**src/rtl/instr_encoder_pkg.sv**
```systemverilog
// instr_encoder_pkg: opcodes, field positions, NOP word and FSM states shared by encoder and decoder
package instr_encoder_pkg;
  localparam logic [4:0] BLOCK_INSTR_MADD        = 5'h00;
  localparam logic [4:0] BLOCK_INSTR_MSUB        = 5'h01;
  localparam logic [4:0] BLOCK_INSTR_MUL         = 5'h02;
  localparam logic [4:0] BLOCK_INSTR_ADD         = 5'h03;
  localparam logic [4:0] BLOCK_INSTR_SUB         = 5'h04;
  localparam logic [4:0] BLOCK_INSTR_ABS         = 5'h05;
  localparam logic [4:0] BLOCK_INSTR_MAX         = 5'h06;
  localparam logic [4:0] BLOCK_INSTR_MIN         = 5'h07;
  localparam logic [4:0] BLOCK_INSTR_DELAY_READ  = 5'h08;
  localparam logic [4:0] BLOCK_INSTR_DELAY_WRITE = 5'h09;
  localparam logic [4:0] BLOCK_INSTR_LUT_READ    = 5'h0A;
  localparam logic [4:0] BLOCK_INSTR_MEM_READ    = 5'h0B;
  localparam logic [4:0] BLOCK_INSTR_MEM_WRITE   = 5'h0C;
  localparam int POS_OP        = 0;
  localparam int POS_FMT       = 5;
  localparam int POS_SRC_A     = 6;
  localparam int POS_SRC_B     = 11;
  localparam int POS_SRC_C     = 16;
  localparam int POS_A_DEST    = 21;
  localparam int POS_SHIFT     = 25;
  localparam int POS_SAT_DIS   = 30;
  localparam int POS_SHIFT_DIS = 31;
  localparam int POS_B_DEST    = 16;
  localparam int POS_RES_ADDR  = 20;
  // MADD, format A, all-zero sources, shift disabled
  localparam logic [31:0] NOP_WORD = 32'h8000_0000;
  typedef enum logic [1:0] {S_IDLE, S_ACCEPT, S_PAD, S_DONE} state_t;
  function automatic logic is_fmt_b(input logic [4:0] op);
    return op inside {BLOCK_INSTR_DELAY_READ, BLOCK_INSTR_DELAY_WRITE, BLOCK_INSTR_LUT_READ,
                      BLOCK_INSTR_MEM_READ, BLOCK_INSTR_MEM_WRITE};
  endfunction
  function automatic logic is_legal(input logic [4:0] op);
    return op <= BLOCK_INSTR_MEM_WRITE;
  endfunction
endpackage

```
**src/rtl/instr_encoder_pack.sv**
```systemverilog
// instr_encoder_pack: combinational field bundle -> 32-bit instruction word plus legality flag
module instr_encoder_pack
  import instr_encoder_pkg::*;
(
  input  logic [4:0]  i_operation,
  input  logic [4:0]  i_src_a,
  input  logic [4:0]  i_src_b,
  input  logic [4:0]  i_src_c,
  input  logic [3:0]  i_dest,
  input  logic [4:0]  i_shift,
  input  logic        i_saturate_disable,
  input  logic        i_shift_disable,
  input  logic [11:0] i_res_addr,
  output logic [31:0] o_word,
  output logic        o_legal
);
  logic w_fmt_b;
  // format B trades src_c/shift/flags for a 12-bit resource address
  always_comb begin
    w_fmt_b = is_fmt_b(i_operation);
    o_legal = is_legal(i_operation);
    o_word  = w_fmt_b ? {i_res_addr, i_dest, i_src_b, i_src_a, 1'b1, i_operation}
                      : {i_shift_disable, i_saturate_disable, i_shift, i_dest, i_src_c,
                         i_src_b, i_src_a, 1'b0, i_operation};
  end
endmodule

```
**src/rtl/instr_encoder.sv**
```systemverilog
// instr_encoder: packs instruction bundles and streams them, NOP-padded, into block instruction memory
module instr_encoder
  import instr_encoder_pkg::*;
#(
  parameter int N_INSTRS = 256,
  parameter int ADDR_W   = $clog2(N_INSTRS)
) (
  input  logic              clk,
  input  logic              reset,
  input  logic              start,
  input  logic              finish,
  input  logic              in_valid,
  output logic              in_ready,
  input  logic [4:0]        in_operation,
  input  logic [4:0]        in_src_a,
  input  logic [4:0]        in_src_b,
  input  logic [4:0]        in_src_c,
  input  logic [3:0]        in_dest,
  input  logic [4:0]        in_shift,
  input  logic              in_saturate_disable,
  input  logic              in_shift_disable,
  input  logic [11:0]       in_res_addr,
  output logic              out_valid,
  input  logic              out_ready,
  output logic [ADDR_W-1:0] out_addr,
  output logic [31:0]       out_data,
  output logic              busy,
  output logic              done,
  output logic              error
);
  localparam logic [ADDR_W:0] L_FULL = (ADDR_W+1)'(N_INSTRS);
  state_t          r_state, w_state_nxt;
  logic [ADDR_W:0] r_addr, w_next_addr;
  logic            r_out_valid, r_error;
  logic [31:0]     r_out_data, w_word, w_load_data;
  logic            w_legal, w_fire_out, w_slot_free, w_room, w_in_fire, w_load, w_err;
  instr_encoder_pack u_pack (
    .i_operation        (in_operation),
    .i_src_a            (in_src_a),
    .i_src_b            (in_src_b),
    .i_src_c            (in_src_c),
    .i_dest             (in_dest),
    .i_shift            (in_shift),
    .i_saturate_disable (in_saturate_disable),
    .i_shift_disable    (in_shift_disable),
    .i_res_addr         (in_res_addr),
    .o_word             (w_word),
    .o_legal            (w_legal)
  );
  // r_addr is the pending word's address while valid, else the count of words written
  always_comb begin
    w_fire_out  = r_out_valid & out_ready;
    w_next_addr = r_addr + {{ADDR_W{1'b0}}, w_fire_out};
    w_slot_free = !r_out_valid | out_ready;
    w_room      = w_next_addr != L_FULL;
    w_in_fire   = (r_state == S_ACCEPT) & in_valid & w_slot_free;
    w_load      = (w_in_fire & w_legal & w_room) | ((r_state == S_PAD) & w_slot_free & w_room);
    w_load_data = (r_state == S_PAD) ? NOP_WORD : w_word;
    w_err       = w_in_fire & !(w_legal & w_room);
  end
  // next state and status outputs
  always_comb begin
    w_state_nxt = r_state;
    in_ready    = (r_state == S_ACCEPT) & w_slot_free;
    busy        = (r_state == S_ACCEPT) | (r_state == S_PAD);
    done        = r_state == S_DONE;
    if (start) w_state_nxt = S_ACCEPT;
    else if (r_state == S_IDLE) w_state_nxt = S_IDLE;
    else if (r_state == S_ACCEPT && finish) w_state_nxt = (w_slot_free & !w_room) ? S_DONE : S_PAD;
    else if (r_state == S_PAD && w_slot_free && !w_room) w_state_nxt = S_DONE;
  end
  // state register
  always_ff @(posedge clk) begin
    if (reset) r_state <= S_IDLE;
    else r_state <= w_state_nxt;
  end
  // single-entry output register, address counter and sticky error
  always_ff @(posedge clk) begin
    if (reset) begin
      r_addr      <= '0;
      r_out_valid <= 1'b0;
      r_out_data  <= '0;
      r_error     <= 1'b0;
    end else if (start) begin
      r_addr      <= '0;
      r_out_valid <= 1'b0;
      r_error     <= 1'b0;
    end else begin
      if (w_load) begin
        r_out_valid <= 1'b1;
        r_out_data  <= w_load_data;
        r_addr      <= w_next_addr;
      end else if (w_fire_out) begin
        r_out_valid <= 1'b0;
        r_addr      <= w_next_addr;
      end
      if (w_err) r_error <= 1'b1;
    end
  end
  assign out_valid = r_out_valid;
  assign out_data  = r_out_data;
  assign out_addr  = r_addr[ADDR_W-1:0];
  assign error     = r_error;
endmodule

```
**config.mk**
```make
export PLATFORM = sky130hd
export DESIGN_NAME = instr_encoder
export DESIGN_NICKNAME = d
export VERILOG_FILES = /design/src/rtl/instr_encoder_pkg.sv /design/src/rtl/instr_encoder_pack.sv /design/src/rtl/instr_encoder.sv
export SDC_FILE = /design/constraint.sdc
export NUM_CORES = 1
export LEC_CHECK = 0
export CAP_MARGIN = 30
export CORE_MARGIN = 1.5
export CORE_UTILIZATION = 55
export CTS_BUF_LIST = sky130_fd_sc_hd__clkbuf_8
export CTS_CLUSTER_DIAMETER = 40
export CTS_CLUSTER_SIZE = 10
export DETAILED_ROUTE_END_ITERATION = 16
export DONT_BUFFER_PORTS = 1
export PLACE_DENSITY = 0.72
export SLEW_MARGIN = 20
export SYNTH_ARGS = -nofsm -noshare
export SYNTH_HDL_FRONTEND = slang
export SYNTH_SLANG_ARGS = --single-unit
```
**constraint.sdc**
```tcl
create_clock -name clk -period 2.91 [get_ports clk]
set_input_delay 0.4365 -clock clk [delete_from_list [all_inputs] [get_ports clk]]
set_output_delay 0.4365 -clock clk [all_outputs]
set_load 0.005 [all_outputs]
```
==> flow_summary.yaml, run 1 <==
routing:
  routed_wl_mm: 5.91
  post-route-drc-count: 0
  routedWlPerCell_um: 20.0
  vias_per_cell: 7.00
  first_pass_iters: 4
  routed-via-count: 2072
  ant_nets: 0
  drt-initial-drc-count: 165
yosys:
  synth_xor_xnor_area_share: 0.00685
  synth_seq_area_share: 0.352
  yosysWarningCount: 0
  synth_edf_count: 0
  netlist_instances: 260
  synth_async_sr_flop_share: 0
  syn_nets: 315
  mappedNetlistArea_um2: 2560
  yosys_register_bits: 45
  simple_gate_portion_of_the_synthesized_area: 0.105
  synth-compound-area-share: 0.331
  synth_top_family_by_area: "compound AO/OA/AOI/OAI gates"
  synthesis.area_per_instance_um2: 9.84
  yosys_most_used_dff: "dfxtp_1"
  muxShareOfSynthArea: 0.0836
  synth_adder_area_share: 0.0293
  ys_types: 54
finish:
  finalInstanceArea_um2: 2580
  num-fill-cells: 379
  synthToLayoutAreaGrowth_pct: 0.978
  finish.net_count: 298
  diodes: 0
  drive_gt1_frac: 0.135
  postLayoutCoreUtil: 0.585
place:
  port_buffers: 0
  place.detailed.hpwl_mm: 4.08
  placedInstanceArea_um2: 2480
  place_congestion: 0.822
outcome:
  run_status: "complete, no violations"
setup_path:
  cp-startpoint: "out_valid$_SDFFE_PP0P_"
  required_time_reported_for_the_critical_path_endpoint_ns: 3.12
  worst-path-max-fanout: 17
  arrival_ns: 2.79
  worstSetupStartpointType: "register"
  critPathCaptureType: "register"
  rr_startpoint: "out_valid$_SDFFE_PP0P_"
  crit_type: "reg2reg"
clock_network:
  clkTransAtPathRegs_ns: 0.09
  post_cts.resized_instances: 0
  count_of_clock_tree_sinks: 45
  cts_inserted_buffers: 5
  cts_buffer_depth: 2
  cts.repair_timing.setup_buffer_count: 0
  cts_hold_buffers: 0
  cts_tree: "built"
  h_tree_levels: 2
  worst_skew_pair.late_latency_ns: 0.29
  ctsRootBufferMaster: "clkbuf_8"
floorplanning:
  rows: 24
  floorplan.die_area_um2: 5070
  die_h_um: 71.2
  number_of_top_level_pins: 94
  core_area_um2: 4410
  initial_util: 0.580
  die_w_um: 71.2
timing:
  clock_skew_ns: 0.00487
  slew-limit-headroom: 0.608
  rsz0062_at_grt: "no"
  min_period_ns: 2.58
  drv_slew: 0
  setup-violations-final: 0
  report.final.hold_viol_count: 0
  setup_tns_ns: 0
  max_slew.worst_pin.slew_ns: 0.585
  fmax_mhz: 388
  final_worst_path_cycle_share: 0.885
global_route:
  grtUsageTotal: 0.229
  first_global_vias: 1955
  global_route_wire_length_before_repair_mm: 9.40
  global_route.overflow_total: 0
  number_of_antenna_violations_at_the_first_check_in_global_routing: 0
  grt_max_degree: 49
power_and_ir_drop:
  power_leakage_nw: 1.06
  peakVddDrop_uv: 265
  powerDensity_nw_per_um2: 440
worst_hold_path:
  hold_class: "in2reg"
  worstHoldStart: "reset"
run:
  cap_viol_max_count: 0
==> path summary, 6_finish.rpt <==
kind / endpoint / slack, ns / depth (start not counted)
setup / recovery: r_state[1]$_SDFFE_PP0P_ / 0.33 / 11
hold / removal: r_state[0]$_SDFFE_PP0P_ / 0.20 / 1
setup reg to reg: r_state[1]$_SDFFE_PP0P_ / 0.33 / 11
hold reg to reg: out_data[5]$_SDFFE_PP0P_ / 0.49 / 2
==> power breakdown <==
part	internal (mW)	leakage (nW)	switching, mW
Combinational	0.0274	0.644	0.0485
Clock	0.219	0.0549	0.213
Sequential	0.623	0.363	0.00627
Total	0.870	1.06	0.268
==> cell usage after synthesis (2+ instances only) <==
library cell	count	area share
dfxtp_1	45	0.35
mux2i_1	20	0.078
nand2_1	17	0.025
clkbuf_1	15	0.022
o311ai_0	15	0.051
o41ai_1	15	0.051
o311a_1	14	0.055
a41o_1	13	0.051
a21oi_1	10	0.020
buf_4	9	0.026
nand3_1	9	0.018
buf_6	7	0.031
o21ai_0	7	0.014
ha_1	6	0.029
a2111o_1	5	0.022
inv_1	5	0.0073
a31oi_1	3	0.0073
buf_2	2	0.0039
nand3b_1	2	0.0059
nor2_1	2	0.0029
nor3_1	2	0.0039
o21a_1	2	0.0059
o21ai_1	2	0.0039
or3_1	2	0.0049
xnor2_1	2	0.0068
==> sequential cells by signal (all words and copies together) (netlist names) <==
| signal | count |
|---|---|
| out_valid | 1 |
| error | 1 |
| r_addr | 9 |
| out_data | 32 |
| r_state | 2 |
==> metal layers <==
metal | track usage | up-vias | part of all wire
met5 | 0 | - | 0
met4 | 0.0818 | 0 | 0.016
met3 | 0.0570 | 11 | 0.055
met2 | 0.383 | 65 | 0.49
met1 | 0.287 | 988 | 0.44
li1 | - | 1008 | -
==> cell usage in the layout, fill, tap and decap left out, types with 2 or more instances in the layout <==
cell type,count
dfxtp_1,45
mux2i_1,20
nand2_1,17
o311ai_0,15
o41ai_1,15
o311a_1,14
a41o_1,13
a21oi_1,10
nand3_1,9
buf_4,9
o21ai_0,7
clkbuf_8,7
ha_1,6
inv_1,5
a2111o_1,5
a31oi_1,3
nor2_1,2
xnor2_1,2
nor3_1,2
nand3b_1,2
or3_1,2
o21ai_1,2
o21a_1,2
==> layout make-up <==
cell class,count,area (um^2),area share
Multi-Input combinational cell,176,1420,0.551
Inverter,6,22.5,0.00872
Timing Repair Buffer,9,67.6,0.0262
Clock buffer,7,96.3,0.0373
Tap cell,52,65.1,0.0252
Sequential cell,45,901,0.349
Clock inverter,1,8.76,0.00339
==> cells by family after synthesis <==
family	count (synthesis)
fa+ha+maj	6
flops	45
buf+inv	39
xor+xnor	2
mux	21
simple gates	48
compound gates	99
==> per-stage QoR <==
stage / cells / worst slack (ns) / hold slack (ns) / power, mW
6_report: 296 / 0.333 / 0.196 / 1.14
5_1_grt: 296 / 0.108 / 0.176 / 1.18
4_1_cts: 296 / 0.324 / 0.184 / 1.15
3_5_place_dp: 288 / 0.249 / 0.472 / 0.719
3_3_place_gp: 288 / 0.317 / 0.475 / 0.718
2_1_floorplan: 260 / 0.420 / 0.451 / 0.712
==> critical path, stage by stage, from the launching register on <==
cell and delay [ns]:
dfxtp_1 0.34, nand2_1 0.10, inv_1 0.05, ha_1 0.20, ha_1 0.25, and3_1 0.24, a21o_2 0.23, a211oi_2 0.30
o211a_4 0.24, buf_4 0.20, nand3_1 0.10, a311oi_1 0.25
Power figures use the tool's default switching activity.
==> run 2: changes to the inputs <==
--- a/config.mk
+++ b/config.mk
@@ -6,6 +6,7 @@
 export NUM_CORES = 1
 export LEC_CHECK = 0
 export CAP_MARGIN = 30
+export CORE_ASPECT_RATIO = 2
 export CORE_MARGIN = 1.5
 export CORE_UTILIZATION = 55
 export CTS_BUF_LIST = sky130_fd_sc_hd__clkbuf_8
==> run 2 against run 1 <==
Setup slack worse by 0.082 ns. Total power is 3.9% lower. Global-route usage is 1.9 points higher. Sequential share of layout area is 0.26 points higher. Sequential power hardly changed. Clock-buffer cell count is 1 lower. Die area is 0.50% higher. Register-to-register slack worse by 0.08 ns. Cell count is 0.34% higher. Core utilization is 2.2 points lower. First-iteration DRC count is 74% lower. Critical endpoint is now out_data[9]$_SDFFE_PP0P_. Largest cell class unchanged. Largest power group unchanged. Highest routed layer unchanged.
==> flow_summary.yaml, run 2 (synthesis gave the netlist of run 1 again) <==
clock_network:
  h_tree_levels: 2
  cts_hold_buffers: 0
  clkTransAtPathRegs_ns: 0.08
  post_cts.resized_instances: 0
  count_of_clock_tree_sinks: 45
  cts.repair_timing.setup_buffer_count: 0
  cts_tree: "built"
  cts_inserted_buffers: 5
  ctsRootBufferMaster: "clkbuf_8"
  cts_buffer_depth: 2
  worst_skew_pair.late_latency_ns: 0.29
place:
  placed_cells: 290
  place.detailed.hpwl_mm: 4.48
  port_buffers: 0
  place_congestion: 0.797
power_and_ir_drop:
  sequentialPowerShare: 0.576
  power.switching_fraction: 0.234
  netSwitchingPower_mw: 0.256
  internal_power_mw: 0.838
  power.share.combinational: 0.069
  powerDensity_nw_per_um2: 426
  peakVddDrop_uv: 397
  power_leakage_nw: 1.05
  power.share.clock: 0.355
  power_mw: 1.09
routing:
  routedWlPerCell_um: 20.9
  routed-via-count: 2114
  drt-initial-drc-count: 43
  vias_per_cell: 7.12
  routed_wl_mm: 6.22
  first_pass_iters: 5
  ant_nets: 0
  post-route-drc-count: 0
setup_path:
  arrival_ns: 2.85
  cp-startpoint: "out_valid$_SDFFE_PP0P_"
  rr_startpoint: "out_valid$_SDFFE_PP0P_"
  critPathCaptureType: "register"
  r2r_setup_slack_ns: 0.25
  required_time_reported_for_the_critical_path_endpoint_ns: 3.10
  worstSetupStartpointType: "register"
  crit_type: "reg2reg"
  worst-path-max-fanout: 17
timing:
  setup-violations-final: 0
  rsz0062_at_grt: "no"
  fmax_mhz: 376
  clock_skew_ns: 0.00733
  max_slew.worst_pin.slew_ns: 0.826
  setup_tns_ns: 0
  min_period_ns: 2.66
  slew-limit-headroom: 0.450
  final_worst_path_cycle_share: 0.914
  drv_slew: 0
  report.final.hold_viol_count: 0
floorplanning:
  number_of_top_level_pins: 94
  die_h_um: 99.5
  die_w_um: 51.2
  core_area_um2: 4550
  floorplan.die_area_um2: 5100
  initial_util: 0.562
  rows: 35
global_route:
  global_route.overflow_total: 0
  grtUsageTotal: 0.249
  number_of_antenna_violations_at_the_first_check_in_global_routing: 0
  global_route_wire_length_before_repair_mm: 9.85
  grt_max_degree: 49
  first_global_vias: 1979
worst_hold_path:
  hold_class: "in2reg"
  worstHoldStart: "reset"
run:
  cap_viol_max_count: 0
finish:
  drive_gt1_frac: 0.128
  stdcell_count: 297
  mostFrequentLayoutCell: "dfxtp_1"
  num-fill-cells: 444
  postLayoutCoreUtil: 0.563
  largest_register_ff_count: 32
  finish.net_count: 297
  diodes: 0
  synthToLayoutAreaGrowth_pct: 0.244
  most_frequent_cells_in_the_layout: "45 x dfxtp_1, 20 x mux2i_1, 17 x nand2_1"
outcome:
  run_status: "complete, no violations"
==> run 2: per-layer routing <==
metal	wire (um)	track usage	up-vias	part of all wire
met1	2330	0.265	1018	0.38
li1	-	-	1004	-
met5	0	0	-	0
met4	204	0.113	0	0.033
met2	3300	0.444	74	0.53
met3	379	0.0646	18	0.061
==> run 2: worst paths after layout <==
check / cells past startpoint / end
worst max-delay path: 11 / out_data[9]$_SDFFE_PP0P_
worst min-delay path: 1 / out_data[31]$_SDFFE_PP0P_
worst max register to register: 11 / out_data[9]$_SDFFE_PP0P_
worst min register to register: 2 / out_data[3]$_SDFFE_PP0P_
==> run 2: cell type report <==
cell class	instances	area [um^2]	area share
clock buffers	6	82.6	0.0322
clock inverters	1	7.51	0.00293
inverters	6	22.5	0.00878
multi-input cells	176	1420	0.555
flip-flops and latches	45	901	0.351
well taps	55	68.8	0.0268
repair buffers	8	60.1	0.0234
==> run 2: power groups by stage <==
stage          clock network, mW  registers (mW)  logic, mW
2_1_floorplan                  0           0.642     0.0704
3_3_place_gp                   0           0.644     0.0746
3_5_place_dp                   0           0.644     0.0757
4_1_cts                    0.402           0.630     0.0757
5_1_grt                    0.421           0.631     0.0831
6_report                   0.388           0.630     0.0756
==> run 2: worst max-delay path: stages (launching register included) <==
cell	delay (ns)
dfxtp_1	0.34
nand2_1	0.11
inv_1	0.05
ha_1	0.20
ha_1	0.25
and3_1	0.24
a21o_2	0.22
a211oi_2	0.31
o211a_4	0.33
nor3_4	0.06
buf_4	0.20
a41o_1	0.25
==> run 2: metrics by stage <==
stage          hold WS [ns]  worst slack, ns  area (um^2)
5_1_grt               0.193           0.0747         2560
2_1_floorplan         0.451            0.420         2560
6_report              0.202            0.252         2560
3_3_place_gp          0.474            0.214         2470
3_5_place_dp          0.470            0.138         2470
4_1_cts               0.190            0.248         2560
==> run 3: changes to the inputs <==
--- a/config.mk
+++ b/config.mk
@@ -6,15 +6,17 @@
 export NUM_CORES = 1
 export LEC_CHECK = 0
 export CAP_MARGIN = 30
+export CELL_PAD_IN_SITES_DETAIL_PLACEMENT = 1
+export CELL_PAD_IN_SITES_GLOBAL_PLACEMENT = 1
 export CORE_ASPECT_RATIO = 2
 export CORE_MARGIN = 1.5
-export CORE_UTILIZATION = 55
+export CORE_UTILIZATION = 49
 export CTS_BUF_LIST = sky130_fd_sc_hd__clkbuf_8
 export CTS_CLUSTER_DIAMETER = 40
 export CTS_CLUSTER_SIZE = 10
 export DETAILED_ROUTE_END_ITERATION = 16
 export DONT_BUFFER_PORTS = 1
-export PLACE_DENSITY = 0.72
+export PLACE_DENSITY = 0.84
 export SLEW_MARGIN = 20
 export SYNTH_ARGS = -nofsm -noshare
 export SYNTH_HDL_FRONTEND = slang
==> run 3 against run 2 <==
Non-clock buffer count up 4. Core utilization decreased by 5.1 points. Critical path depth unchanged. Cell count is 2.7% higher. Clock-buffer cell count decreased by 1. Global-route usage grew 0.58 points. Highest routed layer unchanged. Fmax up 0.42%. Clock power grew 3%. Final area rose by 1.6%. Flip-flop and latch count is the same. Clock skew rose by 0.0020 ns. Via count is 2.6% higher.
==> flow_summary.yaml, run 3 (synthesis gave the netlist of run 1 again) <==
timing:
  report.final.hold_viol_count: 0
  drv_slew: 0
  max_slew.worst_pin.slew_ns: 0.715
  setup_tns_ns: 0
  setup-violations-final: 0
  slew-limit-headroom: 0.523
  fmax_mhz: 378
  min_period_ns: 2.65
  clock_skew_ns: 0.00929
  final.hold.worst_slack_ns: 0.195
  final_worst_path_cycle_share: 0.910
worst_hold_path:
  worstHoldStart: "reset"
  hold_path_end: "out_data[31]$_SDFFE_PP0P_"
  min_delay_path_depth: 1
  hold_class: "in2reg"
floorplanning:
  die_h_um: 105
  floorplan.die_area_um2: 5690
  die_w_um: 54.1
  number_of_top_level_pins: 94
  rows: 37
  initial_util: 0.502
  core_area_um2: 5090
global_route:
  grt_max_degree: 49
  grt.met3_usage: 0.0600
  grt-busiest-layer: "met2"
  grtUsageTotal: 0.255
  number_of_antenna_violations_at_the_first_check_in_global_routing: 0
  grtUsageMet2: 0.461
  global_route.overflow_total: 0
  first_global_vias: 2153
  grt.met1_usage: 0.255
  global_route_wire_length_before_repair_mm: 10.7
finish:
  stdcell_count: 305
  largest_register_ff_count: 32
  diodes: 0
  layout.area.seq_um2: 901
  drive_gt1_frac: 0.146
  mostFrequentLayoutCell: "dfxtp_1"
  multi_input_comb_area_um2: 1430
  finish.net_count: 301
  most_frequent_cells_in_the_layout: "45 x dfxtp_1, 20 x mux2i_1, 17 x nand2_1"
  num-fill-cells: 595
  synthToLayoutAreaGrowth_pct: 1.86
clock_network:
  h_tree_levels: 2
  count_of_clock_tree_sinks: 45
  clkTransAtPathRegs_ns: 0.09
  ctsRootBufferMaster: "clkbuf_8"
  worst_skew_pair.late_latency_ns: 0.31
  cts_hold_buffers: 0
  cts_inserted_buffers: 5
  cts_tree: "built"
  cts_buffer_depth: 2
place:
  port_buffers: 0
  place.detailed.hpwl_mm: 5.04
  place_congestion: 0.789
  placed_cells: 294
outcome:
  run_status: "complete, no violations"
setup_path:
  worst-path-max-fanout: 10
  crit_type: "reg2reg"
  worst_r2r_path_cells: 11
  rr_startpoint: "out_valid$_SDFFE_PP0P_"
  critPathCaptureType: "register"
  critical-path-top-delay-family: "compound AO/OA/AOI/OAI gates"
  timing.critical_path.cells: "nand2_1 > inv_1 > ha_1 > ha_1 > and3_1 > nand3_1 > a211oi_4 > o211a_4 > buf_4 > nand3_1 > a311oi_1"
  r2r_setup_slack_ns: 0.26
  required_time_reported_for_the_critical_path_endpoint_ns: 3.12
  worstSetupStartpointType: "register"
  critical_path_s_largest_stage_delay_ns: 0.38
  critical_path_buf_inv_count: 2
  reg2reg_to: "r_state[1]$_SDFFE_PP0P_"
  arrival_ns: 2.86
  slowest_stage: "dfxtp_1"
routing:
  routed_wl_mm: 6.96
  vias_per_cell: 7.11
  ant_nets: 0
  routed-via-count: 2170
  drt-initial-drc-count: 36
  first_pass_iters: 4
  post-route-drc-count: 0
  routedWlPerCell_um: 22.8
power_and_ir_drop:
  peakVddDrop_uv: 369
  powerDensity_nw_per_um2: 425
  power_leakage_nw: 1.07
run:
  cap_viol_max_count: 0
## run 3: cell types whose count changed in the layout (fill, tap and decap cells not counted)
cell,delta
buf_4,+4
a211oi_2,-1
a211oi_4,+1
clkbuf_8,-1
clkinv_2,+1
inv_6,+1
## run 3: where the power goes
part / internal (mW) / switching [mW] / leakage (nW)
Combinational: 0.0275 / 0.0500 / 0.666
Sequential: 0.623 / 0.00689 / 0.363
Clock: 0.171 / 0.230 / 0.0445
## run 3: how the worst max path moves through the flow
stage                                start                         to  slack [ns]  cells after the start
finish              out_valid$_SDFFE_PP0P_    r_state[1]$_SDFFE_PP0P_        0.26                     11
detailed placement               out_ready  out_data[11]$_SDFFE_PP0P_        0.17                     11
global placement                 out_ready  out_data[11]$_SDFFE_PP0P_        0.25                     11
floorplan                        out_ready  out_data[10]$_SDFFE_PP0P_        0.42                     11
CTS                 out_valid$_SDFFE_PP0P_    r_state[1]$_SDFFE_PP0P_        0.25                     11
global route        out_valid$_SDFFE_PP0P_    r_state[1]$_SDFFE_PP0P_      -0.007                     11
## run 3: per-stage QoR
step	util	setup WS, ns	instance area, um^2	power (mW)
detailed placement	0.488	0.173	2490	0.722
global placement	0.488	0.251	2490	0.720
finish	0.512	0.263	2610	1.11
floorplan	-	0.420	2560	0.712
global route	0.512	-0.00741	2610	1.15
CTS	0.506	0.250	2580	1.12
## run 3: final cells by class
cell class | instances | share of cell area
repair buffers | 12 | 0.0346
multi-input cells | 176 | 0.549
clock buffers | 5 | 0.0264
flip-flops and latches | 45 | 0.346
clock inverters | 3 | 0.00816
inverters | 6 | 0.00864
well taps | 58 | 0.0278
## run 3: timing repair
action	4_1_cts	5_1_grt
resized for setup	0	1
setup endpoints to repair	0	1
setup buffers	0	3
## run 3: worst register-to-register path, stage by stage (launching register included)
cell	delay (ns)
dfxtp_1	0.38
nand2_1	0.11
inv_1	0.07
ha_1	0.18
ha_1	0.27
and3_1	0.27
nand3_1	0.15
a211oi_4	0.34
o211a_4	0.28
buf_4	0.19
nand3_1	0.08
a311oi_1	0.26
## run 3: metal layers
| metal | share of wire | vias to the layer above | wire [um] |
|---|---|---|---|
| li1 | - | 1016 | - |
| met1 | 0.35 | 1070 | 2460 |
| met2 | 0.56 | 69 | 3920 |
| met3 | 0.053 | 15 | 372 |
| met4 | 0.031 | 0 | 214 |
| met5 | 0 | - | 0 |
